==> config.mk <==
export PLATFORM = sky130hd
export DESIGN_NAME = i8088_bus_bridge
export DESIGN_NICKNAME = d
export VERILOG_FILES = /design/src/rtl/i8088_bus_pkg.sv /design/src/rtl/i8088_bus_bridge_local_io.sv /design/src/rtl/i8088_bus_bridge.sv
export SDC_FILE = /design/constraint.sdc
export NUM_CORES = 1
export LEC_CHECK = 0
export CORE_ASPECT_RATIO = 1.5
export CORE_MARGIN = 10
export CORE_UTILIZATION = 35
export DETAILED_ROUTE_END_ITERATION = 6
export PLACE_DENSITY_LB_ADDON = 0.2
export SLEW_MARGIN = 5
export SYNTH_ARGS = -nofsm -noshare
export SYNTH_HDL_FRONTEND = slang
export SYNTH_HIERARCHICAL = 1
export SYNTH_SLANG_ARGS = --single-unit
==> constraint.sdc <==
create_clock -name AXI_CLK -period 3.38 [get_ports AXI_CLK]
set_clock_uncertainty 0.15 [all_clocks]
set_input_delay 0.338 -clock AXI_CLK [delete_from_list [all_inputs] [get_ports AXI_CLK]]
set_output_delay 0.338 -clock AXI_CLK [all_outputs]
set_load 0.02 [all_outputs]
==> src/rtl/i8088_bus_pkg.sv <==
// Shared definitions for the 8088-to-AXI4-Lite bridge.
//   - FSM state encodings (legacy localparam constants).
//   - Offsets of the three local I/O ports relative to LOCAL_IO.
//   - Byte-lane helpers mapping the 8-bit CPU bus onto a 32-bit AXI word.
package i8088_bus_pkg;

  typedef logic [2:0] state_t;

  localparam state_t ST_IDLE    = 3'd0;
  localparam state_t ST_RD_AR   = 3'd1;
  localparam state_t ST_RD_R    = 3'd2;
  localparam state_t ST_RD_HOLD = 3'd3;
  localparam state_t ST_WR_REQ  = 3'd4;
  localparam state_t ST_WR_B    = 3'd5;
  localparam state_t ST_WR_HOLD = 3'd6;

  localparam logic [1:0] LOCAL_OFS_LED  = 2'd0;
  localparam logic [1:0] LOCAL_OFS_GPIO = 2'd1;
  localparam logic [1:0] LOCAL_OFS_BTN  = 2'd2;
  localparam logic [15:0] LOCAL_PORT_COUNT = 16'd3;

  // Write strobe selecting the single byte lane addressed by A[1:0].
  function automatic logic [3:0] lane_strb(input logic [1:0] lane);
    return 4'b0001 << lane;
  endfunction

  // Byte extracted from an AXI read word for the addressed lane.
  function automatic logic [7:0] lane_byte(input logic [31:0] word,
                                           input logic [1:0]  lane);
    return word[8*lane +: 8];
  endfunction

  // CPU byte replicated onto all four lanes; wstrb picks the live one.
  function automatic logic [31:0] byte_rep(input logic [7:0] b);
    return {4{b}};
  endfunction

endpackage

==> src/rtl/i8088_bus_bridge_local_io.sv <==
// Local I/O block: LED and GPIO registers plus the push-button input port.
// Ports:
//   i_clk, i_rst   : clock, synchronous active-high reset
//   i_wr_en        : one-cycle write pulse for the selected port
//   i_sel          : port offset (LED, GPIO, buttons)
//   i_wdata        : CPU write byte
//   i_buttons      : raw push-button levels
//   o_led, o_gpio  : register outputs
//   o_rdata        : combinational read data for the selected port
module i8088_local_io
  import i8088_bus_pkg::*;
(
  input  logic       i_clk,
  input  logic       i_rst,
  input  logic       i_wr_en,
  input  logic [1:0] i_sel,
  input  logic [7:0] i_wdata,
  input  logic [3:0] i_buttons,
  output logic [3:0] o_led,
  output logic [4:0] o_gpio,
  output logic [7:0] o_rdata
);

  logic [3:0] r_led;
  logic [4:0] r_gpio;

  // NOTE: sequential state uses non-blocking assignments so every register
  // samples pre-edge values regardless of statement order.
  always_ff @(posedge i_clk) begin
    if (i_rst) begin
      r_led  <= '0;
      r_gpio <= '0;
    end else if (i_wr_en) begin
      case (i_sel)
        LOCAL_OFS_LED:  r_led  <= i_wdata[3:0];
        LOCAL_OFS_GPIO: r_gpio <= i_wdata[4:0];
        default: ;  // button port is read-only
      endcase
    end
  end

  // NOTE: o_rdata gets a default before the case so no latch is inferred
  // for unlisted selects.
  always_comb begin
    o_rdata = '0;
    case (i_sel)
      LOCAL_OFS_LED:  o_rdata = {4'b0, r_led};
      LOCAL_OFS_GPIO: o_rdata = {3'b0, r_gpio};
      LOCAL_OFS_BTN:  o_rdata = {4'b0, i_buttons};
      default:        o_rdata = '0;
    endcase
  end

  assign o_led  = r_led;
  assign o_gpio = r_gpio;

endmodule

==> src/rtl/i8088_bus_bridge.sv <==
// 8088 minimum-mode bus to single-beat AXI4-Lite master bridge.
// Memory cycles map to MEM_BASE, I/O cycles to IO_BASE, except three local
// ports at LOCAL_IO..LOCAL_IO+2 (LED, GPIO, buttons) handled without waits.
// READY_cpu is held low from ALE until the AXI transaction completes.
// Ports:
//   AXI_CLK / CPU_RESET         : sole clock, synchronous active-high reset
//   A_cpu, AD8_in_cpu, strobes  : pre-registered CPU bus inputs
//   AD8_out_cpu, AD8_enout_cpu  : read data and pad enable toward the CPU
//   dbus_DIR, READY_cpu         : transceiver direction, wait-state control
//   INTR_cpu, NMI_cpu           : tied low
//   LED, GPIO, PUSH_BUTTON      : local I/O
//   AXI_*                       : AXI4-Lite master (AR, R, AW, W, B)
module i8088_bus_bridge
  import i8088_bus_pkg::*;
#(
  parameter logic [32:0] MEM_BASE = 33'h0_8000_0000,
  parameter logic [32:0] IO_BASE  = 33'h0_4000_0000,
  parameter logic [15:0] LOCAL_IO = 16'h0080
) (
  input  logic        AXI_CLK,
  input  logic        CPU_RESET,
  input  logic [19:0] A_cpu,
  input  logic [7:0]  AD8_in_cpu,
  input  logic        nRD_cpu,
  input  logic        nWR_cpu,
  input  logic        IO_nM_cpu,
  input  logic        ALE_cpu,
  output logic [7:0]  AD8_out_cpu,
  output logic        AD8_enout_cpu,
  output logic        dbus_DIR,
  output logic        READY_cpu,
  output logic        INTR_cpu,
  output logic        NMI_cpu,
  output logic [3:0]  LED,
  output logic [4:0]  GPIO,
  input  logic [3:0]  PUSH_BUTTON,
  output logic [32:0] AXI_araddr33,
  output logic [2:0]  AXI_arprot,
  output logic        AXI_arvalid,
  input  logic        AXI_arready,
  input  logic [31:0] AXI_rdata,
  input  logic [1:0]  AXI_rresp,
  input  logic        AXI_rvalid,
  output logic        AXI_rready,
  output logic [32:0] AXI_awaddr33,
  output logic [2:0]  AXI_awprot,
  output logic        AXI_awvalid,
  input  logic        AXI_awready,
  output logic [31:0] AXI_wdata,
  output logic [3:0]  AXI_wstrb,
  output logic        AXI_wvalid,
  input  logic        AXI_wready,
  input  logic [1:0]  AXI_bresp,
  input  logic        AXI_bvalid,
  output logic        AXI_bready
);

  state_t      r_state;
  logic        r_nrd_prev;
  logic        r_nwr_prev;
  logic        r_ale_prev;
  logic        r_ready;
  logic [32:0] r_addr;
  logic [1:0]  r_lane;
  logic [31:0] r_wdata;
  logic [3:0]  r_wstrb;
  logic        r_aw_pend;
  logic        r_w_pend;
  logic [7:0]  r_rd_byte;
  logic        r_rd_valid;

  logic [15:0] w_io_ofs;
  logic        w_is_local;
  logic [32:0] w_axi_addr;
  logic        w_rd_fall;
  logic        w_wr_fall;
  logic        w_ale_rise;
  logic        w_local_rd;
  logic        w_local_wr;
  logic [7:0]  w_local_rdata;
  logic        w_aw_done;
  logic        w_w_done;
  logic        w_unused_bresp;

  // Offset below LOCAL_IO wraps to a large value, so one compare covers
  // both ends of the local window.
  assign w_io_ofs   = A_cpu[15:0] - LOCAL_IO;
  assign w_is_local = IO_nM_cpu && (w_io_ofs < LOCAL_PORT_COUNT);

  assign w_axi_addr = IO_nM_cpu ? IO_BASE  + {17'b0, A_cpu[15:2], 2'b00}
                                : MEM_BASE + {13'b0, A_cpu[19:2], 2'b00};

  assign w_rd_fall  = r_nrd_prev & ~nRD_cpu;
  assign w_wr_fall  = r_nwr_prev & ~nWR_cpu;
  assign w_ale_rise = ALE_cpu & ~r_ale_prev;

  assign w_local_rd = ~nRD_cpu & w_is_local;
  assign w_local_wr = w_wr_fall & w_is_local;

  // A channel counts as done if it already handshook or does so this edge.
  assign w_aw_done = ~r_aw_pend | AXI_awready;
  assign w_w_done  = ~r_w_pend  | AXI_wready;

  // Write responses are accepted without inspection.
  assign w_unused_bresp = ^AXI_bresp;

  i8088_local_io u_local_io (
    .i_clk     (AXI_CLK),
    .i_rst     (CPU_RESET),
    .i_wr_en   (w_local_wr),
    .i_sel     (w_io_ofs[1:0]),
    .i_wdata   (AD8_in_cpu),
    .i_buttons (PUSH_BUTTON),
    .o_led     (LED),
    .o_gpio    (GPIO),
    .o_rdata   (w_local_rdata)
  );

  // NOTE: every control register is reset so an interrupted transaction
  // leaves no valid asserted and no stale read data on the pads.
  always_ff @(posedge AXI_CLK) begin
    if (CPU_RESET) begin
      r_state    <= ST_IDLE;
      r_nrd_prev <= 1'b1;
      r_nwr_prev <= 1'b1;
      r_ale_prev <= 1'b0;
      r_ready    <= 1'b1;
      r_addr     <= '0;
      r_lane     <= '0;
      r_wdata    <= '0;
      r_wstrb    <= '0;
      r_aw_pend  <= 1'b0;
      r_w_pend   <= 1'b0;
      r_rd_byte  <= '0;
      r_rd_valid <= 1'b0;
    end else begin
      r_nrd_prev <= nRD_cpu;
      r_nwr_prev <= nWR_cpu;
      r_ale_prev <= ALE_cpu;

      // Wait states start as soon as an AXI-bound cycle is announced.
      if (w_ale_rise && !w_is_local) begin
        r_ready <= 1'b0;
      end

      case (r_state)
        ST_IDLE: begin
          r_rd_valid <= 1'b0;
          if (w_rd_fall && !w_is_local) begin
            r_addr  <= w_axi_addr;
            r_lane  <= A_cpu[1:0];
            r_state <= ST_RD_AR;
          end else if (w_wr_fall && !w_is_local) begin
            r_addr    <= w_axi_addr;
            r_lane    <= A_cpu[1:0];
            r_wdata   <= byte_rep(AD8_in_cpu);
            r_wstrb   <= lane_strb(A_cpu[1:0]);
            r_aw_pend <= 1'b1;
            r_w_pend  <= 1'b1;
            r_state   <= ST_WR_REQ;
          end
        end

        ST_RD_AR: begin
          if (AXI_arready) begin
            r_state <= ST_RD_R;
          end
        end

        ST_RD_R: begin
          if (AXI_rvalid) begin
            r_rd_byte  <= (AXI_rresp != 2'b00) ? 8'hFF
                                               : lane_byte(AXI_rdata, r_lane);
            r_rd_valid <= 1'b1;
            r_ready    <= 1'b1;
            r_state    <= ST_RD_HOLD;
          end
        end

        ST_RD_HOLD: begin
          if (nRD_cpu) begin
            r_rd_valid <= 1'b0;
            r_state    <= ST_IDLE;
          end
        end

        ST_WR_REQ: begin
          if (AXI_awready) r_aw_pend <= 1'b0;
          if (AXI_wready)  r_w_pend  <= 1'b0;
          if (w_aw_done && w_w_done) begin
            r_state <= ST_WR_B;
          end
        end

        ST_WR_B: begin
          if (AXI_bvalid) begin
            r_ready <= 1'b1;
            r_state <= ST_WR_HOLD;
          end
        end

        ST_WR_HOLD: begin
          if (nWR_cpu) begin
            r_state <= ST_IDLE;
          end
        end

        default: r_state <= ST_IDLE;
      endcase
    end
  end

  assign AXI_araddr33 = r_addr;
  assign AXI_arprot   = 3'b000;
  assign AXI_arvalid  = (r_state == ST_RD_AR);
  assign AXI_rready   = (r_state == ST_RD_R);

  assign AXI_awaddr33 = r_addr;
  assign AXI_awprot   = 3'b000;
  assign AXI_awvalid  = (r_state == ST_WR_REQ) && r_aw_pend;
  assign AXI_wdata    = r_wdata;
  assign AXI_wstrb    = r_wstrb;
  assign AXI_wvalid   = (r_state == ST_WR_REQ) && r_w_pend;
  assign AXI_bready   = (r_state == ST_WR_B);

  assign AD8_out_cpu   = w_local_rd ? w_local_rdata : r_rd_byte;
  assign AD8_enout_cpu = ~nRD_cpu & (r_rd_valid | w_local_rd);
  assign dbus_DIR      = ~nRD_cpu;
  assign READY_cpu     = r_ready;
  assign INTR_cpu      = 1'b0;
  assign NMI_cpu       = 1'b0;

endmodule

---- Word-level counts from Yosys, hierarchy flattened ----
Index checks and enable logic that the tools add are counted.
cells by class
  bitwise gates (word level) .............. 15
  equality and inequality tests ........... 19
  add/sub/neg operators ................... 3
  shifts and indexed selects .............. 2
  multiply operators ...................... 0
  multiplexer cells ....................... 30
  divide/modulo/power cells ............... 0
  reductions and logical operators ........ 23
  magnitude comparators ................... 1
operator list
  operator                number
  $mux 33                 3
  $add 32x20->33 const A  1
  $add 31x16->32 const A  1
  $shiftx 32x6->8         1
  $mux 3                  8
  $pmux 3 s7              1
  $ne 2x2->1 const B      9
  $lt 16x2->1 const B     1
  $mux 8                  2
  $sub 16x8->16 const B   1
  $pmux 5 s3              1
  $eq 3x3->1 const B      3
  $mux 1                  9
  $reduce_and 2->1        4
  $reduce_and 4->1        2
  $logic_and 1x1->1       7
  $reduce_and 7->1        1
  $and 1x1->1             6
  $eq 3x2->1 const B      2
  $not 1->1               6
  $pmux 1 s2              3
  $reduce_and 3->1        2
  $reduce_bool 2->1       3
  $mux 2                  2
  other kinds (12)        14
storage, ports and cells
  bits of input ports ..................... 79
  RAM bits ................................ 0
  latch bits .............................. 0
  register bits ........................... 98
  memory bits (read-only) ................. 0
  logic and storage cells ................. 108
  memories kept ........................... 0
  output and inout port bits .............. 135

---- Depth between registers and ports, before layout ----
Gate-level depths: netlist (run 1).
  word-level depth ........................ 8
  depth in mapped cells ................... 9
  gate-level depth less buffers ........... 8

---- Hierarchy ----
The synthesis (run 1) kept the hierarchy.
modules (own cells, without submodules)
  module            area an instance (µm²)  cells each  times used  seq. area each (µm²)
  i8088_bus_bridge  3195.6                  381         1           1041.0
  i8088_local_io    536.8                   52          1           180.2

---- Worst setup path before layout (run 1) ----
OpenSTA, ideal clock, no wires.
  kind .................................... input to output
  start ................................... input A_cpu[3]
  end ..................................... output AD8_out_cpu[0]
  arrival ................................. 2.356 ns
  path slack .............................. 0.536 ns
  stages on the path ...................... 5
  buffers on the path ..................... 0
  data required time ...................... 2.892 ns
  path through ............................ or4b_2 a2111oi_2 nand4_2 nor2_2 mux2_2
between the ends
  longest elaborated chain between the ends .. 5
ends and longest elaborated chain
  element             line                     source
  start: declaration  i8088_bus_bridge.sv:22   input logic [19:0] A_cpu,
  $sub 16x8->16       i8088_bus_bridge.sv:87   assign w_io_ofs = A_cpu[15:0] - LOCAL_IO;
  $lt 16x2->1         i8088_bus_bridge.sv:88   assign w_is_local = IO_nM_cpu && (w_io_ofs < LOCAL_PORT_COUNT);
  $logic_and 1x1->1   i8088_bus_bridge.sv:88
  $and 1x1->1         i8088_bus_bridge.sv:97   assign w_local_rd = ~nRD_cpu & w_is_local;
  $mux 8              i8088_bus_bridge.sv:226  assign AD8_out_cpu = w_local_rd ? w_local_rdata : r_rd_byte;
  end: declaration    i8088_bus_bridge.sv:28   output logic [7:0] AD8_out_cpu,
Every way passes these cells.

---- Worst setup path after layout (run 1) ----
  start ................................... input A_cpu[8]
  end ..................................... output AD8_out_cpu[5]
Same word-level chain as after synthesis.

==> impl_metrics.tcl, run 1 <==
set metrics [dict create \
    grt_pass1_wl_um 19900 \
    vdd_ir_drop_max_uv 356 \
    setup-violations-final 0 \
    startpoint_type "input pin" \
    antenna_found_initial 0 \
    hold_buffers 0 \
    synth_area_leaders "dfxtp_1 (33%), buf_4 (16%), a21oi_1 (6.2%)" \
    path_clk_slew_ns 0.05 \
    synth_fa_ha_area_share_pct 0.335 \
    ioPinCount 214 \
    clockBufferDepth 2 \
    slew_headroom_pct 54.0 \
    rsz0062_at_grt "yes" \
    fillerInstances 997 \
    vias_per_cell 4.82 \
    max_stage_delay_ns 0.48 \
    critPathSlowestCell "clkdlybuf4s50_1" \
    synth_top_area_share_pct 32.7 \
    syn2layout_area_growth_pct 48.6 \
    num_antenna_cells 0 \
    synth_top_family_by_area "buffers and inverters" \
    cts_num_sinks 61 \
    p_per_area_nw_per_um2 612 \
    synth_edf_count 0 \
    htree_num_levels 3 \
    synth-compound-area-share_pct 16.1 \
    core_area_um2 10500 \
    wl_per_cell_um 18.1 \
    layout_commonest_cell "clkdlybuf4s50_1" \
    crit_fanout 8 \
    grt_max_degree 43 \
    ant_nets 0 \
    timing.final.crit_share_pct 96.6 \
    start_util_pct 35.4 \
    drtIter0Drc 123 \
    dr.pass1.iters 4 \
    synthArstFlopShare_pct 0 \
    layout_min_cycle_time_ns 3.27 \
    cts_tree "built" \
    cp-end-kind "primary output" \
    die_w_um 104 \
    final_nets 639 \
    design_area_um2 5550 \
    status "complete, no violations" \
    drive_above_1_share_pct 12.1 \
    fmax_mhz 306 \
    drcViolationCount 0 \
    synth-seq-cells 61 \
    yosys_warnings 6 \
    grt_pass1_vias 3610 \
    via_count 3416 \
    hold_viol 0 \
    root_buffer "clkbuf_16" \
    total_leakage_power_nw 2.08 \
    yosysTopAreaCell "dfxtp_1" \
    ys_seq_area_share_pct 32.7 \
    ys.flop_type "dfxtp_1" \
    cp.arrival_ns 2.78 \
    port_buffers 177 \
    row_count 46 \
    holdCritPathClass "in -> reg" \
    synth_xor_xnor_area_share_pct 0.235 \
    worst_slack_ns 0.113 \
    critical_path_class "in -> out" \
    track_usage_pct 16.1 \
    gp_congestion 0.756 \
    syn_inst 433 \
    cap_violations 0 \
    postCtsSetupBuffers 0 \
    synth.avg_cell_area_um2 8.62 \
    slew_viol_final 0 \
    grt-ovfl-total 0 \
    synth_area_um2 3730 \
    multiInputGateArea_um2 1910 \
    dieArea_um2 15300 \
    seq_area_um2 1220 \
    synth_cell_types 52 \
    place_hpwl_um 9940 \
    post_dp_cell_area_um2 5190 \
    tightest_slew_ns 0.688 \
    dp_slack_ns -0.403 \
    synth_mux_area_share_pct 11.3 \
    required_ns 2.89 \
    die_h_um 146 \
    crit_path_cell_trace "clkdlybuf4s50_1 -> inv_1 -> ha_1 -> or4bb_4 -> a2111oi_4 -> nand4_2 -> nor2_2 -> buf_12 -> mux2_2 -> buf_6" \
    final_cell_mix "clkdlybuf4s50_1 (166), dfxtp_1 (61), a21oi_1 (45)" \
    clk_latency_ns 0.33 \
    synthSimpleGateAreaFrac_pct 18.7 \
    wirelength_um 12800 \
    cts_made_buffers 9 \
]
-- critical path, delay by kind of cell --
family                   cells  cell delay [ns]
AO/OA/AOI/OAI                1             0.25
adder cells (fa/ha/maj)      1             0.25
buffers and inverters        4             0.81
AND/OR/NAND/NOR              3             0.78
multiplexers                 1             0.34
-- metal layers --
layer	wire length [µm]	vias to the layer above	GRT usage, %
li1	-	1671	-
met1	4780	1601	16.4
met2	6980	136	29.9
met3	911	8	5.46
met4	178	0	5.31
met5	0	-	0
-- synthesized netlist by cell type (2+ instances only) --
library cell   n
buf_4         81
dfxtp_1       61
a21oi_1       46
o21ai_0       41
nand3_1       26
clkbuf_1      24
nand2b_1      19
mux2i_1       14
nor3_1        12
mux2_2         9
nor2_1         9
mux4_2         8
nand2_1        7
inv_1          6
nand4b_1       6
nor2b_1        6
and2_1         5
o2bb2ai_1      4
a211oi_1       3
buf_6          3
nor4_1         3
o21a_1         3
a31oi_1        2
and3_1         2
conb_1         2
nor3b_1        2
o31ai_1        2
or3_1          2
or4_4          2
-- path summary, 6_finish.rpt --
| check | startpoint | endpoint | slack [ns] | cells past startpoint |
|---|---|---|---|---|
| worst min-delay path | CPU_RESET | r_state[1] | 0.25 | 2 |
| worst max register to register | r_state[1] | AXI_wstrb[0] | 1.09 | 4 |
| worst max-delay path | A_cpu[8] | AD8_out_cpu[5] | 0.11 | 10 |
| worst min register to register | AXI_wstrb[0] | AXI_wstrb[0] | 0.33 | 2 |
-- flip-flops by register name (all words and copies together) (netlist names), 2 cells and up --
name and count:
u_local_io/o_gpio 5, u_local_io/o_led 4, AXI_araddr33 20, r_rd_byte 8, AXI_wdata 8, r_state 3, r_lane 2, AXI_wstrb 4
-- repair_timing --
action / in CTS / in global routing
cloned: 0 / 0
gates resized for setup: 50 / 4
pin swaps: 3 / 3
endpoints found under the setup margin: 9 / 8
-- metrics by stage --
| step | util, % | hold WS [ns] | instances | setup TNS [ns] | total power [mW] |
|---|---|---|---|---|---|
| 2_1_floorplan | - | 0.295 | 468 | 0 | 1.91 |
| 3_3_place_gp | 49.3 | 0.307 | 692 | -3.01 | 2.39 |
| 3_5_place_dp | 49.3 | 0.326 | 692 | -3.29 | 2.40 |
| 4_1_cts | 52.5 | 0.246 | 708 | -0.0926 | 3.43 |
| 5_1_grt | 52.6 | 0.282 | 708 | -0.0104 | 3.57 |
| 6_report | 52.6 | 0.246 | 708 | 0 | 3.39 |
-- layout make-up --
| cell class | instances | share of cell area (%) |
|---|---|---|
| timing repair buffer | 190 | 34.0 |
| clock buffer | 12 | 4.63 |
| sequential | 61 | 22.0 |
| inverter | 6 | 0.406 |
| tap | 144 | 3.25 |
| multi-input combinational | 291 | 34.5 |
| clock inverter | 4 | 1.26 |
-- report_power, final --
part / internal [mW] / switching (mW)
clock: 0.683 / 0.320
combinational: 0.665 / 0.725
sequential: 0.847 / 0.155
-- cells by family after synthesis --
group	Yosys count
buf+inv	116
simple gates	114
compound gates	107
flops	61
mux	31
other cells	2
fa+ha+maj	1
xor+xnor	1
No activity file was read; power rests on OpenSTA's default activity.
==> inputs of run 2 (changes only) <==
- SLEW_MARGIN: 5 -> 20
==> results of run 2 <==
No change in the layout: final DEF, timing and power equal those of run 1.
==> inputs of run 3 (changes only) <==
- CTS_CLUSTER_SIZE: not set -> 14
==> results of run 3 <==
No change in the layout: final DEF, timing and power equal those of run 1.
